`src/rtl/bcd_pkg.sv`:
```
// Shared constants and state type for the binary-to-BCD converter.
package bcd_pkg;

    localparam int          NUM_DIGITS  = 4;
    localparam logic [3:0]  BCD_BLANK   = 4'hF;
    localparam int          MAX_DISPLAY = 9999;

    typedef enum logic [1:0] {
        IDLE  = 2'd0,
        SHIFT = 2'd1,
        DONE  = 2'd2
    } state_t;

endpackage

```
`src/rtl/bcd_digit_adj.sv`:
```
// Double-dabble correction cell: add 3 to a BCD digit that is 5 or more.
module bcd_digit_adj (
    input  logic [3:0] digit_in,
    output logic [3:0] digit_out
);

    // Pre-shift correction so the following left shift carries correctly into the next digit.
    always_comb begin
        digit_out = (digit_in >= 4'd5) ? (digit_in + 4'd3) : digit_in;
    end

endmodule

```
`src/rtl/bin_to_bcd_seq.sv`:
```
// Sequential double-dabble converter feeding the 4-digit 7-segment driver.
// Fixed latency of BIN_W+1 edges from acceptance; result held between conversions.
module bin_to_bcd_seq
    import bcd_pkg::*;
#(
    parameter int BIN_W    = 14,
    parameter bit BLANK_LZ = 1'b1
) (
    input  logic             clk,
    input  logic             rst,
    input  logic [BIN_W-1:0] bin_in,
    input  logic             load,
    output logic             ready,
    output logic [15:0]      digits_bcd,
    output logic             bcd_valid,
    output logic             overflow
);

    localparam logic [15:0] ZERO_CODE = BLANK_LZ ? 16'hFFF0 : 16'h0000;

    state_t             state_q,   state_d;
    logic [BIN_W-1:0]   shreg_q,   shreg_d;
    logic [15:0]        scratch_q, scratch_d;
    logic [4:0]         cnt_q,     cnt_d;
    logic               ovf_pend_q, ovf_pend_d;
    logic [15:0]        digits_q,  digits_d;
    logic               ovf_q,     ovf_d;
    logic               valid_q,   valid_d;

    logic [15:0]        scratch_adj;
    logic [15:0]        blanked;

    for (genvar g = 0; g < NUM_DIGITS; g++) begin : g_adj
        bcd_digit_adj u_adj (
            .digit_in  (scratch_q[g*4 +: 4]),
            .digit_out (scratch_adj[g*4 +: 4])
        );
    end

    // Leading-zero blanking of the finished conversion; digit 0 always shown.
    always_comb begin
        blanked = scratch_q;
        if (BLANK_LZ) begin
            if (scratch_q[15:12] == 4'd0) blanked[15:12] = BCD_BLANK;
            if (scratch_q[15:8]  == 8'd0) blanked[11:8]  = BCD_BLANK;
            if (scratch_q[15:4]  == 12'd0) blanked[7:4]  = BCD_BLANK;
        end
    end

    // Next-state and datapath: capture in IDLE, one dabble step per SHIFT cycle, publish in DONE.
    always_comb begin
        state_d    = state_q;
        shreg_d    = shreg_q;
        scratch_d  = scratch_q;
        cnt_d      = cnt_q;
        ovf_pend_d = ovf_pend_q;
        digits_d   = digits_q;
        ovf_d      = ovf_q;
        valid_d    = 1'b0;

        case (state_q)
            IDLE: begin
                if (load) begin
                    shreg_d    = bin_in;
                    scratch_d  = '0;
                    cnt_d      = 5'(BIN_W);
                    ovf_pend_d = (32'(bin_in) > 32'(MAX_DISPLAY));
                    state_d    = SHIFT;
                end
            end
            SHIFT: begin
                // Carry out of digit 3 is dropped; values that large take the overflow path.
                scratch_d = 16'({scratch_adj, shreg_q[BIN_W-1]});
                shreg_d   = shreg_q << 1;
                cnt_d     = cnt_q - 5'd1;
                if (cnt_q == 5'd1) begin
                    state_d = DONE;
                end
            end
            DONE: begin
                valid_d = 1'b1;
                if (ovf_pend_q) begin
                    digits_d = '1;
                    ovf_d    = 1'b1;
                end else begin
                    digits_d = blanked;
                    ovf_d    = 1'b0;
                end
                state_d = IDLE;
            end
            default: begin
                state_d = IDLE;
            end
        endcase
    end

    // State and datapath registers with synchronous reset.
    always_ff @(posedge clk) begin
        if (rst) begin
            state_q    <= IDLE;
            shreg_q    <= '0;
            scratch_q  <= '0;
            cnt_q      <= '0;
            ovf_pend_q <= 1'b0;
            digits_q   <= ZERO_CODE;
            ovf_q      <= 1'b0;
            valid_q    <= 1'b0;
        end else begin
            state_q    <= state_d;
            shreg_q    <= shreg_d;
            scratch_q  <= scratch_d;
            cnt_q      <= cnt_d;
            ovf_pend_q <= ovf_pend_d;
            digits_q   <= digits_d;
            ovf_q      <= ovf_d;
            valid_q    <= valid_d;
        end
    end

    assign ready      = (state_q == IDLE);
    assign digits_bcd = digits_q;
    assign bcd_valid  = valid_q;
    assign overflow   = ovf_q;

endmodule

```
`config.mk`:
```
export PLATFORM = sky130hd
export DESIGN_NAME = bin_to_bcd_seq
export DESIGN_NICKNAME = d
export VERILOG_FILES = /design/src/rtl/bcd_pkg.sv /design/src/rtl/bcd_digit_adj.sv /design/src/rtl/bin_to_bcd_seq.sv
export SDC_FILE = /design/constraint.sdc
export NUM_CORES = 1
export LEC_CHECK = 0
export ABC_AREA = 0
export BUFFER_PORTS_ARGS = -buffer_cell sky130_fd_sc_hd__buf_2
export CAP_MARGIN = 40
export CORE_ASPECT_RATIO = 0.9
export CORE_UTILIZATION = 35
export CTS_CLUSTER_DIAMETER = 50
export CTS_CLUSTER_SIZE = 28
export DETAILED_ROUTE_END_ITERATION = 10
export PLACE_DENSITY_LB_ADDON = 0.3
export SLEW_MARGIN = 30
export SYNTH_ARGS = -nofsm -noshare
export SYNTH_HDL_FRONTEND = slang
export SYNTH_SLANG_ARGS = --single-unit
```
`constraint.sdc`:
```
create_clock -name clk -period 1.75 [get_ports clk]
set_input_delay 0.35 -clock clk [delete_from_list [all_inputs] [get_ports clk]]
set_output_delay 0.35 -clock clk [all_outputs]
set_load 0.005 [all_outputs]
```
Word-level counts from Yosys, hierarchy flattened:

Index checks and enable logic that the tools add are counted.

* add/subtract/negate cells: 5
* order comparisons: 5
* equality and inequality tests: 5
* mux-type cells: 19
* reductions and logical operators: 8

Operators by type and width (count)
* 16-bit two-way mux: 2
* 16-bit one-hot mux with 2 select lines: 1
* 14-bit one-hot mux with 2 select lines: 1
* 4-bit two-way mux: 6
* 4-bit by 3-bit greater-or-equal comparator with 1-bit output, second input constant: 4
* 14-bit greater-than comparator, second input constant: 1
* 14-bit two-way mux: 1
* 4-bit by 2-bit adder with 4-bit output, second input constant: 3
* 12-bit zero test: 1
* 5-bit one-hot mux with 2 select lines: 1
* 8-bit zero test: 1
* 2-bit AND reduction: 3
* 5-bit by 1-bit == test with 1-bit output, second input constant: 1
* 5-bit two-way mux: 1
* 5-bit by 1-bit subtractor with 5-bit output, second input constant: 1
* 4-bit zero test: 1
* 2-bit two-way mux: 2
* 2-bit != test, second input constant: 2
* 2-bit one-hot mux with 2 select lines: 1
* 3-bit by 2-bit adder with 3-bit output, second input constant: 1
* 3-bit two-way mux: 1
* 2-bit by 1-bit == test with 1-bit output, second input constant: 1
* 2-bit == test, second input constant: 1
* 2-bit zero test: 1
* other kinds (2): 3

* register bits: 56
* output and inout bits: 19
* word-level logic and storage cells: 50

Longest topological paths before layout:

* depth after elaboration: 3
* depth in mapped cells: 6
* depth with buffers taken out: 6

Modules after synthesis:

From an unflattened synthesis, not the netlist that was laid out.

* cells, all modules: 324
* area total of the unflattened synthesis: 2748.9 um^2

Modules (own cells, without submodules)
* bin_to_bcd_seq: instances 1, cells each 260, area an instance 2343.5 um^2, sequential area each 1121.1 um^2
* bcd_digit_adj: instances 4, cells each 16, area an instance 101.3 um^2, sequential area each 0.0 um^2

Worst setup path before layout:

No wires, ideal clock.

* path kind: flip-flop to flip-flop
* start point: register scratch_q[4]
* end point: register digits_q[4] (netlist: digits_bcd[4])
* setup time: 123 ps
* arrival time: 1425 ps
* data required time: 1627 ps
* setup slack: 202 ps
* stages on the path, launching flop included: 6
* buffers on the path: 0
* path through: dfxtp_1 -> inv_1 -> ha_1 -> nor3b_1 -> a2111o_1 -> o32a_2

* word-level cells in the longest chain between the ends: 3

RTL lines
* start, declared: RTL line bin_to_bcd_seq.sv:23 `logic [15:0] scratch_q, scratch_d;`
* start signal, assigned: RTL line bin_to_bcd_seq.sv:111 `scratch_q <= scratch_d;`
* 12-bit zero test: RTL line bin_to_bcd_seq.sv:46 `if (scratch_q[15:4] == 12'd0) blanked[7:4] = BCD_BLANK;`
* 4-bit two-way mux *: RTL line bin_to_bcd_seq.sv:46
* 16-bit two-way mux *: RTL line bin_to_bcd_seq.sv:82 `if (ovf_pend_q) begin`
* end signal, assigned: RTL line bin_to_bcd_seq.sv:114 `digits_q <= digits_d;`
* end, declared: RTL line bin_to_bcd_seq.sv:26 `logic [15:0] digits_q, digits_d;`

Mark *: on every way between the ends. The rest lies on a longest branch, timed or not.
A chain may end at the register's enable or synchronous reset.

Worst setup path in the final report:

* start point: register scratch_q[12]
* end point: register digits_q[5] (netlist: digits_bcd[5])

* word-level cells in the longest chain between the ends: 3

RTL lines (RTL line)
* 12-bit zero test: bin_to_bcd_seq.sv:46
* 4-bit two-way mux: bin_to_bcd_seq.sv:46
* 16-bit two-way mux: bin_to_bcd_seq.sv:82

No other way between the ends.

==> summary.md <==
| Metric | Value |
|---|---|
| Status | complete, no violations |
| Async S/R FF share, synth | 0% |
| Drt pass-1 iters | 4 |
| DRC Markers | 0 |
| Max-Cap Viols | 0 |
| Die width | 95.5 µm |
| Final setup TNS | 0 ns |
| CTS tree | built |
| Num rows | 30 |
| Worst Reg-to-Reg Cells | 6 |
| Post-synthesis sequential area ratio | 40.7% |
| Die Span Y | 86.2 µm |
| Vias in the first global route | 2120 |
| Max VDD drop | 0.292 mV |
| WL met3 | 219 µm |
| Syn Area/Cell | 8.47 µm² |
| Clk root buf | clkbuf_8 |
| Synthesized instance count | 325 |
| Global-route wire length before repair | 10.1 mm |
| Synth Register Bits | 56 |
| Clk_lat worst skew | 0.31 ns |
| CP max-delay cell | dfxtp_1 |
| Ant. Diodes | 0 |
| Cell Pwr Density | 761 nW/µm² |
| Post-Layout Cell Count | 456 |
| Max-slew violations | 0 |
| Count leader, synth | nor2_1 |
| Max incr delay on CP | 0.42 ns |
| Routed wl met2 | 2.70 mm |
| Minimum clock period | 1.64 ns |
| Highest metal used | met4 |
| Inst Count DP | 448 |
| Slew Limit Headroom | 48.4% |
| Worst EP required | 1.96 ns |
| Wl on met1 | 3.11 mm |
| Hold buffer count at CTS | 0 |
| GR Overflow Total | 0 |
| Synth area leaders | dfxtp_1 (41%), nor2_1 (9.1%), ha_1 (5.5%) |
| Post-synth top flop | dfxtp_1 |
| Final instance area | 3120 µm² |
| I/O pins | 36 |
| Post-CTS setup buffers | 0 |
| Post-placement cell area | 3020 µm² |
| Gr usage total | 15.7% |
| Register-to-register setup slack | 0.11 ns |
| Crit-path cells | inv_1 -> ha_1 -> nand2b_4 -> nor4_4 -> a2111o_1 -> o32a_2 |
| Most frequent cells after synthesis | nor2_1 (67), dfxtp_1 (56), a21oi_1 (24) |
| Clock Skew | 0.00958 ns |
| RR Endpoint | digits_bcd[5] |
| Crit path max fanout | 7 |
| Crit path DAT | 1.85 ns |
| WL/cell | 13.4 µm |
| WHS Path Cells | 3 |
| CP bufs+invs | 1 |
| Netlist cell types | 45 |
| Leading area contributor after synthesis | dfxtp_1 |
| Delay-heaviest family, CP | compound AO/OA/AOI/OAI gates |
| Synth top area share | 40.7% |
| Dpl hpwl | 4.30 mm |
| Final RePlAce weighted congestion | 0.777 |
| PortBufs | 35 |
| Syn. warnings | 0 |
| Starting Density | 36.3% |
| Mapped Area | 2750 µm² |
| Fin crit share | 93.6% |
| Layout cells sized above 1 | 18.9% |
| Mapped Nets | 354 |
| Post-Route WL | 6.10 mm |
| Reg-to-reg critical path startpoint | scratch_q[12] |
| Type of destination of the critical path | flip-flop |
| Longest Clk Path Bufs | 2 |
| CTS sink count | 56 |
| Hold Path Class | in -> reg |
| Antenna Nets Post-Route | 0 |
| Fillers | 758 |
| Post-layout nets | 388 |
| Hold Path Sink | shreg_q[0] |
| Number of antenna violations at the first check in global routing | 0 |
| Setup violators final | 0 |
| Vias post-DR | 2354 |
| Area Growth Syn to Fin | 13.3% |
| Post_cts resized | 0 |
| Core Region | 7580 µm² |
| RSZ-0062 raised after global routing | no |
| Max Freq | 610 MHz |
| Initial detailed-routing violation count | 95 |
| Pin count of the biggest net entering global routing | 28 |
| Die area | 8230 µm² |
| Hold Crit Start | bin_in[0] |
| TritonCTS Buffers | 5 |
| Register area | 1120 µm² |
| Util after Layout | 41.1% |
| Lkg Pwr | 1.27 nW |
| EDFF count, synth | 0 |
| H-tree levels | 2 |
| Worst-path clk slew | 0.10 ns |
| Footprint of the multi-input gates | 1470 µm² |
| Fin. Hold Viols | 0 |
| Setup crit start kind | flip-flop |
| Worst slew pin tran | 0.771 ns |
| CP Class | reg -> reg |
| Vias per Instance | 5.16 |
-- cells by family after synthesis --
kind of cell               Yosys count  synth area share (%)
AOI/OAI and AO/OA                   73                  18.1
xor gates and xnor gates             5                  1.59
adders and majority gates           12                  5.45
buffers and inverters               32                  6.04
DFF                                 56                  40.7
muxes                                4                  1.45
and+or+nand+nor                    143                  26.6
-- flip-flops by register name, indices dropped and copies added, names as in the netlist --
signal      count
shreg_q        14
scratch_q      16
digits_bcd     16
bcd_valid       1
cnt_q           5
ovf_pend_q      1
state_q         2
overflow        1
-- worst max path at each step --
stage                          endpoint          start  cells past startpoint
after floorplan           digits_bcd[4]   scratch_q[4]                      5
after global placement    digits_bcd[4]   scratch_q[8]                      6
after detailed placement  digits_bcd[5]  scratch_q[12]                      6
after CTS                         ready     state_q[0]                      3
after global routing      digits_bcd[5]  scratch_q[12]                      6
final                     digits_bcd[5]  scratch_q[12]                      6
-- worst min-delay path, cell delays in order --
cell,delay [ns]
buf_2,0.09
a22oi_1,0.06
nor2_1,0.08
-- final cells by class --
cell class,instances,share of cell area (%)
clock inverters,1,0.241
multi-input cells,237,47.1
clock buffers,7,2.77
inverters,12,1.44
flip-flops and latches,56,36.1
repair buffers,47,8.50
well taps,96,3.85
-- per-layer routing --
metal / vias up / GRT usage, %
met5: - / 0
met4: 0 / 5.02
met3: 7 / 3.46
met2: 35 / 23.6
met1: 1115 / 22.0
li1: 1197 / -
-- metrics by stage --
step / hold WS (ns) / setup slack (ns) / total power [mW]
2_1_floorplan: 0.453 / 0.202 / 1.59
3_3_place_gp: 0.447 / 0.119 / 1.66
3_5_place_dp: 0.449 / 0.120 / 1.67
4_1_cts: 0.301 / 0.0251 / 2.40
5_1_grt: 0.299 / 0.0268 / 2.52
6_report: 0.303 / 0.112 / 2.37
-- report_power, final --
| group | switching, mW | internal (mW) | total [mW] | leakage (nW) |
|---|---|---|---|---|
| clock | 0.412 | 0.323 | 0.735 | 0.0445 |
| sequential | 0.0366 | 1.32 | 1.36 | 0.458 |
| combinational | 0.165 | 0.117 | 0.282 | 0.765 |
-- placed cells by master (no fill, tap or decap), drive strengths merged, types with 5 or more instances in the layout --
| cell | netlist | final |
|---|---|---|
| nor2 | 68 | 68 |
| dfxtp | 56 | 56 |
| buf | 13 | 47 |
| a21oi | 24 | 24 |
| nor3 | 23 | 23 |
| nor2b | 16 | 16 |
| inv | 12 | 12 |
| ha | 12 | 12 |
| nand2b | 12 | 12 |
| a22o | 11 | 11 |
| o21ai | 10 | 10 |
| clkbuf | 7 | 7 |
| nand3 | 6 | 6 |
| nor4 | 6 | 6 |
| o21bai | 5 | 5 |
(Power assumes the default switching activity.)
